<file path="src/rtl/sign_pkg.sv">
// Shared sign-code definitions: finger patterns, FSM encodings and code helpers.
// Used by both the pattern generator and the sign decoder so the two agree on every code.
package sign_pkg;

  localparam int SIGN_W           = 4;
  localparam int FINGER_W         = 5;
  localparam int SIGN_QUEUE_DEPTH = 4;

  localparam logic [SIGN_W-1:0] SIGN_MAX = 4'd9;

  // Bit order is {pinky, ring, middle, index, thumb}; 1 = finger raised.
  localparam logic [FINGER_W-1:0] PAT_0    = 5'b00000;
  localparam logic [FINGER_W-1:0] PAT_1    = 5'b00010;
  localparam logic [FINGER_W-1:0] PAT_2    = 5'b00110;
  localparam logic [FINGER_W-1:0] PAT_3    = 5'b01110;
  localparam logic [FINGER_W-1:0] PAT_4    = 5'b11110;
  localparam logic [FINGER_W-1:0] PAT_5    = 5'b11111;
  localparam logic [FINGER_W-1:0] PAT_6    = 5'b10001;
  localparam logic [FINGER_W-1:0] PAT_7    = 5'b00011;
  localparam logic [FINGER_W-1:0] PAT_8    = 5'b00111;
  localparam logic [FINGER_W-1:0] PAT_9    = 5'b01111;
  localparam logic [FINGER_W-1:0] PAT_REST = 5'b00000;

  typedef enum logic [1:0] {
    S_IDLE = 2'd0,
    S_HOLD = 2'd1,
    S_GAP  = 2'd2
  } state_t;

  function automatic logic sign_is_valid(input logic [SIGN_W-1:0] code);
    return code <= SIGN_MAX;
  endfunction

  function automatic logic [FINGER_W-1:0] sign_pattern(input logic [SIGN_W-1:0] code);
    case (code)
      4'd0:    return PAT_0;
      4'd1:    return PAT_1;
      4'd2:    return PAT_2;
      4'd3:    return PAT_3;
      4'd4:    return PAT_4;
      4'd5:    return PAT_5;
      4'd6:    return PAT_6;
      4'd7:    return PAT_7;
      4'd8:    return PAT_8;
      4'd9:    return PAT_9;
      default: return PAT_REST;
    endcase
  endfunction

endpackage

</file>
<file path="src/rtl/sign_queue.sv">
// Small synchronous FIFO holding sign codes ahead of the pattern FSM.
// Push while full is accepted only when a pop happens on the same edge.
module sign_queue #(
  parameter int WIDTH = 4,
  parameter int DEPTH = 4
) (
  input  logic             clk,
  input  logic             rst,
  input  logic             i_push,
  input  logic [WIDTH-1:0] i_data,
  input  logic             i_pop,
  output logic [WIDTH-1:0] o_data,
  output logic             o_full,
  output logic             o_empty
);

  localparam int AW = (DEPTH > 1) ? $clog2(DEPTH) : 1;
  localparam logic [AW-1:0] PTR_LAST = AW'(DEPTH - 1);
  localparam logic [AW-1:0] PTR_ONE  = AW'(1);
  localparam logic [AW:0]   CNT_ONE  = (AW + 1)'(1);
  localparam logic [AW:0]   CNT_FULL = (AW + 1)'(DEPTH);

  logic [WIDTH-1:0] r_mem [DEPTH];
  logic [AW-1:0]    r_wr_ptr;
  logic [AW-1:0]    r_rd_ptr;
  logic [AW:0]      r_count;
  logic             w_do_push;
  logic             w_do_pop;

  assign o_empty   = (r_count == '0);
  assign o_full    = (r_count == CNT_FULL);
  assign w_do_pop  = i_pop && !o_empty;
  assign w_do_push = i_push && (!o_full || w_do_pop);
  assign o_data    = r_mem[r_rd_ptr];

  // NOTE: storage has no reset; the pointers and count are what define validity.
  always_ff @(posedge clk) begin
    if (w_do_push) r_mem[r_wr_ptr] <= i_data;
  end

  // NOTE: state registers use <= so every flop samples pre-edge values.
  always_ff @(posedge clk or negedge rst) begin
    if (!rst) begin
      r_wr_ptr <= '0;
      r_rd_ptr <= '0;
      r_count  <= '0;
    end else begin
      if (w_do_push) r_wr_ptr <= (r_wr_ptr == PTR_LAST) ? '0 : r_wr_ptr + PTR_ONE;
      if (w_do_pop)  r_rd_ptr <= (r_rd_ptr == PTR_LAST) ? '0 : r_rd_ptr + PTR_ONE;
      case ({w_do_push, w_do_pop})
        2'b10:   r_count <= r_count + CNT_ONE;
        2'b01:   r_count <= r_count - CNT_ONE;
        default: ;
      endcase
    end
  end

endmodule

</file>
<file path="src/rtl/sign_pattern_generator.sv">
// Drives five finger lines with the pattern of an accepted sign code, then a rest gap.
// Define SIGN_QUEUE_EN to place a 4-entry code FIFO in front of the FSM.
module sign_pattern_generator
  import sign_pkg::*;
#(
  parameter int HOLD_CYCLES = 4,
  parameter int GAP_CYCLES  = 2,
  parameter int CNT_W       = 8
) (
  input  logic              clk,
  input  logic              rst,
  input  logic [SIGN_W-1:0] sign_in,
  input  logic              sign_valid,
  output logic              sign_ready,
  output logic              thumb_status,
  output logic              index_status,
  output logic              middle_status,
  output logic              ring_status,
  output logic              pinky_status,
  output logic              busy,
  output logic              sign_done,
  output logic              invalid_sign
);

  if (HOLD_CYCLES < 1 || HOLD_CYCLES > (1 << CNT_W) - 1) begin : g_bad_hold
    $error("HOLD_CYCLES must lie in 1..2**CNT_W-1");
  end
  if (GAP_CYCLES < 0 || GAP_CYCLES > (1 << CNT_W)) begin : g_bad_gap
    $error("GAP_CYCLES must lie in 0..2**CNT_W");
  end

  localparam logic [CNT_W-1:0] HOLD_LOAD = CNT_W'(HOLD_CYCLES - 1);
  localparam logic [CNT_W-1:0] GAP_LOAD  = CNT_W'((GAP_CYCLES > 0) ? GAP_CYCLES - 1 : 0);
  localparam logic [CNT_W-1:0] CNT_ONE   = CNT_W'(1);

  state_t              r_state;
  logic [CNT_W-1:0]    r_cnt;
  logic [FINGER_W-1:0] r_fingers;
  logic                r_sign_done;
  logic                r_invalid;

  logic                w_start;
  logic                w_reject;
  logic [SIGN_W-1:0]   w_code;

`ifdef SIGN_QUEUE_EN
  logic              w_push;
  logic              w_full;
  logic              w_empty;
  logic [SIGN_W-1:0] w_q_data;

  sign_queue #(
    .WIDTH (SIGN_W),
    .DEPTH (SIGN_QUEUE_DEPTH)
  ) u_queue (
    .clk     (clk),
    .rst     (rst),
    .i_push  (w_push),
    .i_data  (sign_in),
    .i_pop   (w_start),
    .o_data  (w_q_data),
    .o_full  (w_full),
    .o_empty (w_empty)
  );

  // Invalid codes never enter the FIFO; they only raise the invalid pulse.
  assign sign_ready = !w_full;
  assign w_push     = sign_valid && !w_full && sign_is_valid(sign_in);
  assign w_reject   = sign_valid && !w_full && !sign_is_valid(sign_in);
  assign w_start    = (r_state == S_IDLE) && !w_empty;
  assign w_code     = w_q_data;
  assign busy       = (r_state != S_IDLE) || !w_empty;
`else
  assign sign_ready = (r_state == S_IDLE);
  assign w_start    = (r_state == S_IDLE) && sign_valid && sign_is_valid(sign_in);
  assign w_reject   = (r_state == S_IDLE) && sign_valid && !sign_is_valid(sign_in);
  assign w_code     = sign_in;
  assign busy       = (r_state != S_IDLE);
`endif

  // sign_done is set on the edge that enters the final HOLD (no gap) or final GAP cycle.
  always_ff @(posedge clk or negedge rst) begin
    if (!rst) begin
      r_state     <= S_IDLE;
      r_cnt       <= '0;
      r_fingers   <= PAT_REST;
      r_sign_done <= 1'b0;
      r_invalid   <= 1'b0;
    end else begin
      r_sign_done <= 1'b0;
      r_invalid   <= w_reject;
      unique case (r_state)
        S_IDLE: begin
          if (w_start) begin
            r_fingers   <= sign_pattern(w_code);
            r_cnt       <= HOLD_LOAD;
            r_state     <= S_HOLD;
            r_sign_done <= (HOLD_CYCLES == 1) && (GAP_CYCLES == 0);
          end
        end
        S_HOLD: begin
          if (r_cnt == '0) begin
            if (GAP_CYCLES > 0) begin
              r_fingers   <= PAT_REST;
              r_cnt       <= GAP_LOAD;
              r_state     <= S_GAP;
              r_sign_done <= (GAP_CYCLES == 1);
            end else begin
              r_state <= S_IDLE;
            end
          end else begin
            r_cnt       <= r_cnt - CNT_ONE;
            r_sign_done <= (GAP_CYCLES == 0) && (r_cnt == CNT_ONE);
          end
        end
        S_GAP: begin
          if (r_cnt == '0) begin
            r_state <= S_IDLE;
          end else begin
            r_cnt       <= r_cnt - CNT_ONE;
            r_sign_done <= (r_cnt == CNT_ONE);
          end
        end
        default: r_state <= S_IDLE;
      endcase
    end
  end

  assign {pinky_status, ring_status, middle_status, index_status, thumb_status} = r_fingers;
  assign sign_done    = r_sign_done;
  assign invalid_sign = r_invalid;

endmodule

</file>
<file path="config.mk">
export PLATFORM = sky130hd
export DESIGN_NAME = sign_pattern_generator
export DESIGN_NICKNAME = d
export VERILOG_FILES = /design/src/rtl/sign_pkg.sv /design/src/rtl/sign_queue.sv /design/src/rtl/sign_pattern_generator.sv
export SDC_FILE = /design/constraint.sdc
export NUM_CORES = 1
export LEC_CHECK = 0
export BUFFER_PORTS_ARGS = -buffer_cell sky130_fd_sc_hd__buf_2
export CAP_MARGIN = 20
export CORE_MARGIN = 2
export CORE_UTILIZATION = 60
export DETAILED_ROUTE_END_ITERATION = 7
export GPL_ROUTABILITY_DRIVEN = 0
export GPL_TIMING_DRIVEN = 0
export PLACE_DENSITY_LB_ADDON = 0.05
export SLEW_MARGIN = 30
export SYNTH_ARGS = -nofsm -noshare
export SYNTH_HDL_FRONTEND = slang
export SYNTH_SLANG_ARGS = --single-unit
</file>
<file path="constraint.sdc">
create_clock -name clk -period 4.1 [get_ports clk]
set_input_delay 0.205 -clock clk [delete_from_list [all_inputs] [get_ports clk]]
set_output_delay 0.205 -clock clk [all_outputs]
set_load 0.05 [all_outputs]
</file>
==> impl_summary.md <==
Power and ir drop
The total leakage power is between 0.6 and 0.7 nW. The post-layout total power is 0.958 mW. VDD sags by at most 0.582 mV. The power density of the placed cells is about 740 mW/mm^2.

Global routing
The total track usage is 26.2%. The number of global-route vias before repair is 919. The largest net degree at the start of global routing is 18. The first-pass GRT wire length is 4.06 mm. The number of antenna violations at the first check in global routing is 0.

For this run the aggregate overflow at the end of global routing stands at 0.

Floorplanning
For this configuration, the core starts out at a cell density of between 60 and 70%. In this run the standard cell core region covers roughly 0.0018 sq mm. Measured along the y axis, the die boundary spans 48.0 um.

During I/O placement, the number of pins put on the boundary was 16. The row count is 15. The die width is 48.0 um. The area of the die is 0.00230 sq mm.

CTS
The clock edge transition at the registers on the reported setup and hold paths is between 100 and 150 ps. The clock latency of the later-clocked register in the worst-skew pair is 290 ps. TritonCTS built the clock tree. CTS built an H-tree with a depth of 1. The post-CTS setup buffer count is 0.

The maximum clock insertion buffer count is 2. The number of sinks handled by clock tree synthesis is 17. The cell sitting at the root of the clock tree is a clkbuf_4.

In this run, CTS created clock tree buffers numbering 3.

Route
The routed wire length is 2.42 mm. The number of DRC markers after the initial detailed-route iteration is 24. The first detailed-routing pass took 4 iterations. The post-detailed-route DRC marker count is 0. The via count is approximately 980.

The per-cell via count in the routed design is 5.93. The residual antenna-violating net count after detailed routing is 0. In the final routed layout, each cell accounts on average for ~15 um.

Synthesis
The cell type with the largest total area after synthesis is dfrtp_1. The synthesized netlist devotes between 20% and 30% of its cell area to simple gates. The synthesized netlist devotes approximately 8.6% of its cell area to adder and majority cells. Counting distinct cell types in the post-synthesis netlist gives 40. The number of enable flip-flop cells after synthesis is 0.

The dominant combinational cell family by area after synthesis is simple AND/OR/NAND/NOR gates. The top cell type's share of synthesized area is 36.6%. dfrtp_1 is the most common cell in the netlist.

The average instance area after synthesis is roughly 9.5 sq um. The xor-xnor portion of the synthesized cell area is 0.754%. The async set-or-reset flop fraction in the synthesized netlist is 100%. Of the synthesized area, sequential elements account for 36.6%. Synthesis produced a netlist with a net count of roughly 140. The mapped netlist covers 0.00116 sq mm. The multiplexer fraction of the synthesized cell area is under 10%.

Yosys printed 0 warnings. In the post-synthesis netlist, the biggest area contributors are dfrtp_1, ha_1, mux2_1. The most used flip-flop cell after synthesis is dfrtp_1. In the synthesized netlist, the number of instances is 122.

The synthesized-area fraction occupied by ao, oa, aoi and oai cells is 16.7%. Sorting the synthesized cells by how often they occur yields dfrtp_1, inv_1, ha_1, nor2_1, a21oi_1. The flop and latch count out of synthesis is 17.

Critical path
The worst setup path is captured at a flip-flop. Traced cell by cell, the critical path runs through inv_1 -> ha_1 -> clkbuf_1 -> nand3_1 -> a21oi_2 -> mux2_1. Data on the critical path is required at its endpoint by around 4300 ps. The category of the critical setup timing path is reg2reg. The data arrival time of the worst path is 2250 ps.

The highest fanout seen on the critical path is 10. The largest single stage delay on the critical path is 430 ps. The cell with the largest stage delay on the worst path is dfrtp_1. The reg-to-reg setup timing slack is 2030 ps. The worst setup path is launched from a flip-flop.

Layout
The number of antenna diodes in the final layout is 0. With fillers left out, the area of the finished cells amounts to 0.00130 sq mm. In the final layout, the multi-input gates occupy 662 sq um.

For this run, the post-layout net count is between 150 and 200. In the final layout, flip-flops and latches occupy between 400 and 500 sq um. The final standard cell count with taps included and fillers excluded is 166. The area growth from synthesis to layout is 12.0%.

Of the cells placed in the final design, the portion with a size suffix greater than 1 is 19.1%. The filler cell count in the final layout is 157.

Timing
The worst path needs approximately 2100 ps of the cycle, external delays included. For this run, the top clock speed supported by timing is 0.484 GHz. The number of hold violations in the final report is 0.

The actual transition at the worst max-transition pin is around 540 ps. The count of final max-slew check failures was 0. Across all hold checks on the routed design, the worst slack comes to 156 ps.

For the final database, setup skew stands at about 3.6 ps. Summed over all failing endpoints, the final setup total negative slack is 0 ps. Headroom to the max-slew limit came out at a little under two thirds. The share of the clock period used by the worst path is 50.4%. Setup violations remaining at the end of the flow were counted as 0. Setup repair after global routing left no endpoint under its margin.

Placed design
Summing all placed instances gives a cell area of ~0.0013 sq mm. The half-perimeter wire length of the detailed placement result is about 1.8 mm. Counting tap cells, the placed design contains a total of 161 instances. Buffers placed on the I/O ports in this run total 14.

Run status
The flow ran to the end, and the final reports show no timing, DRC or antenna violations.

Min path
The path class of the tightest hold or removal check is in2reg.

Job
The total of max-cap violations is 0.
[worst paths after layout]
check / start / end / cells past startpoint
min: sign_valid / invalid_sign$_DFF_PN0_ / 2
min reg2reg: r_fingers[4]$_DFFE_PN0P_ / r_fingers[4]$_DFFE_PN0P_ / 1
max: r_state[1]$_DFFE_PN0P_ / r_fingers[1]$_DFFE_PN0P_ / 6
max in group asynchronous: rst / r_cnt[5]$_DFFE_PN0P_ / 2
min in group asynchronous: rst / sign_done$_DFF_PN0_ / 2
max reg2reg: r_state[1]$_DFFE_PN0P_ / r_fingers[1]$_DFFE_PN0P_ / 6
[through the flow]
| stage | utilization (%) | setup WS, ps |
|---|---|---|
| after floorplan | - | 2100 |
| after global routing | 73.7 | 1860 |
| after global placement | 71.6 | 2100 |
| after CTS | 73.7 | 2020 |
| final | 73.7 | 2030 |
| after detailed placement | 71.6 | 2030 |
[layout by cell type, fill, tap and decap left out, drive strengths merged, types with 2 or more instances in the layout]
cell type / instances
a21oi: 9
a221oi: 2
a31oi: 4
and2: 3
buf: 17
clkbuf: 4
dfrtp: 17
ha: 8
inv: 13
mux2: 5
mux2i: 4
nand2: 4
nand2b: 5
nand3: 4
nor2: 8
nor3: 5
nor4bb: 2
o21ai: 4
o22ai: 2
or3: 3
[what timing repair did]
action | CTS | global route
resized for setup | 0 | 0
hold buffers | 1 | 0
hold endpoints to repair | 17 | 0
[where the power goes]
part	switching [mW]	internal [mW]
Combinational	0.391	0.204
Clock	0.0568	0.0363
Sequential	0.0490	0.221
[metal layers]
| layer | share of wire, % | GRT usage, % |
|---|---|---|
| met1 | 46 | 33.0 |
| met2 | 47 | 42.7 |
| met3 | 5.6 | 7.55 |
| met4 | 1.4 | 9.19 |
| met5 | 0 | 0 |
[sequential cells by signal (all words and copies together), names as in the netlist]
name / count
r_state: 2
sign_done: 1
r_fingers: 5
invalid_sign: 1
r_cnt: 8
[layout make-up]
type	count	share of cell area [%]
Buffer	4	1.92
Tap cell	25	2.41
Inverter	13	3.75
Timing Repair Buffer	15	6.16
Sequential cell	17	32.7
Multi-Input combinational cell	88	50.9
Clock buffer	3	1.73
Clock inverter	1	0.385
[critical path, delay by kind of cell, from the launching register on]
kind,cells,cell delay (ps)
AOI/OAI and AO/OA,1,340
adders and majority gates,1,180
buffers and inverters,2,460
DFF,1,430
muxes,1,360
and+or+nand+nor,1,190
[logic make-up after synthesis]
family                   Yosys count
AND/OR/NAND/NOR                   42
adder cells (fa/ha/maj)            8
buffers and inverters             17
AO/OA/AOI/OAI                     28
XOR/XNOR                           1
multiplexers                       9
flip-flops                        17
No activity file was read; power rests on OpenSTA's default activity.
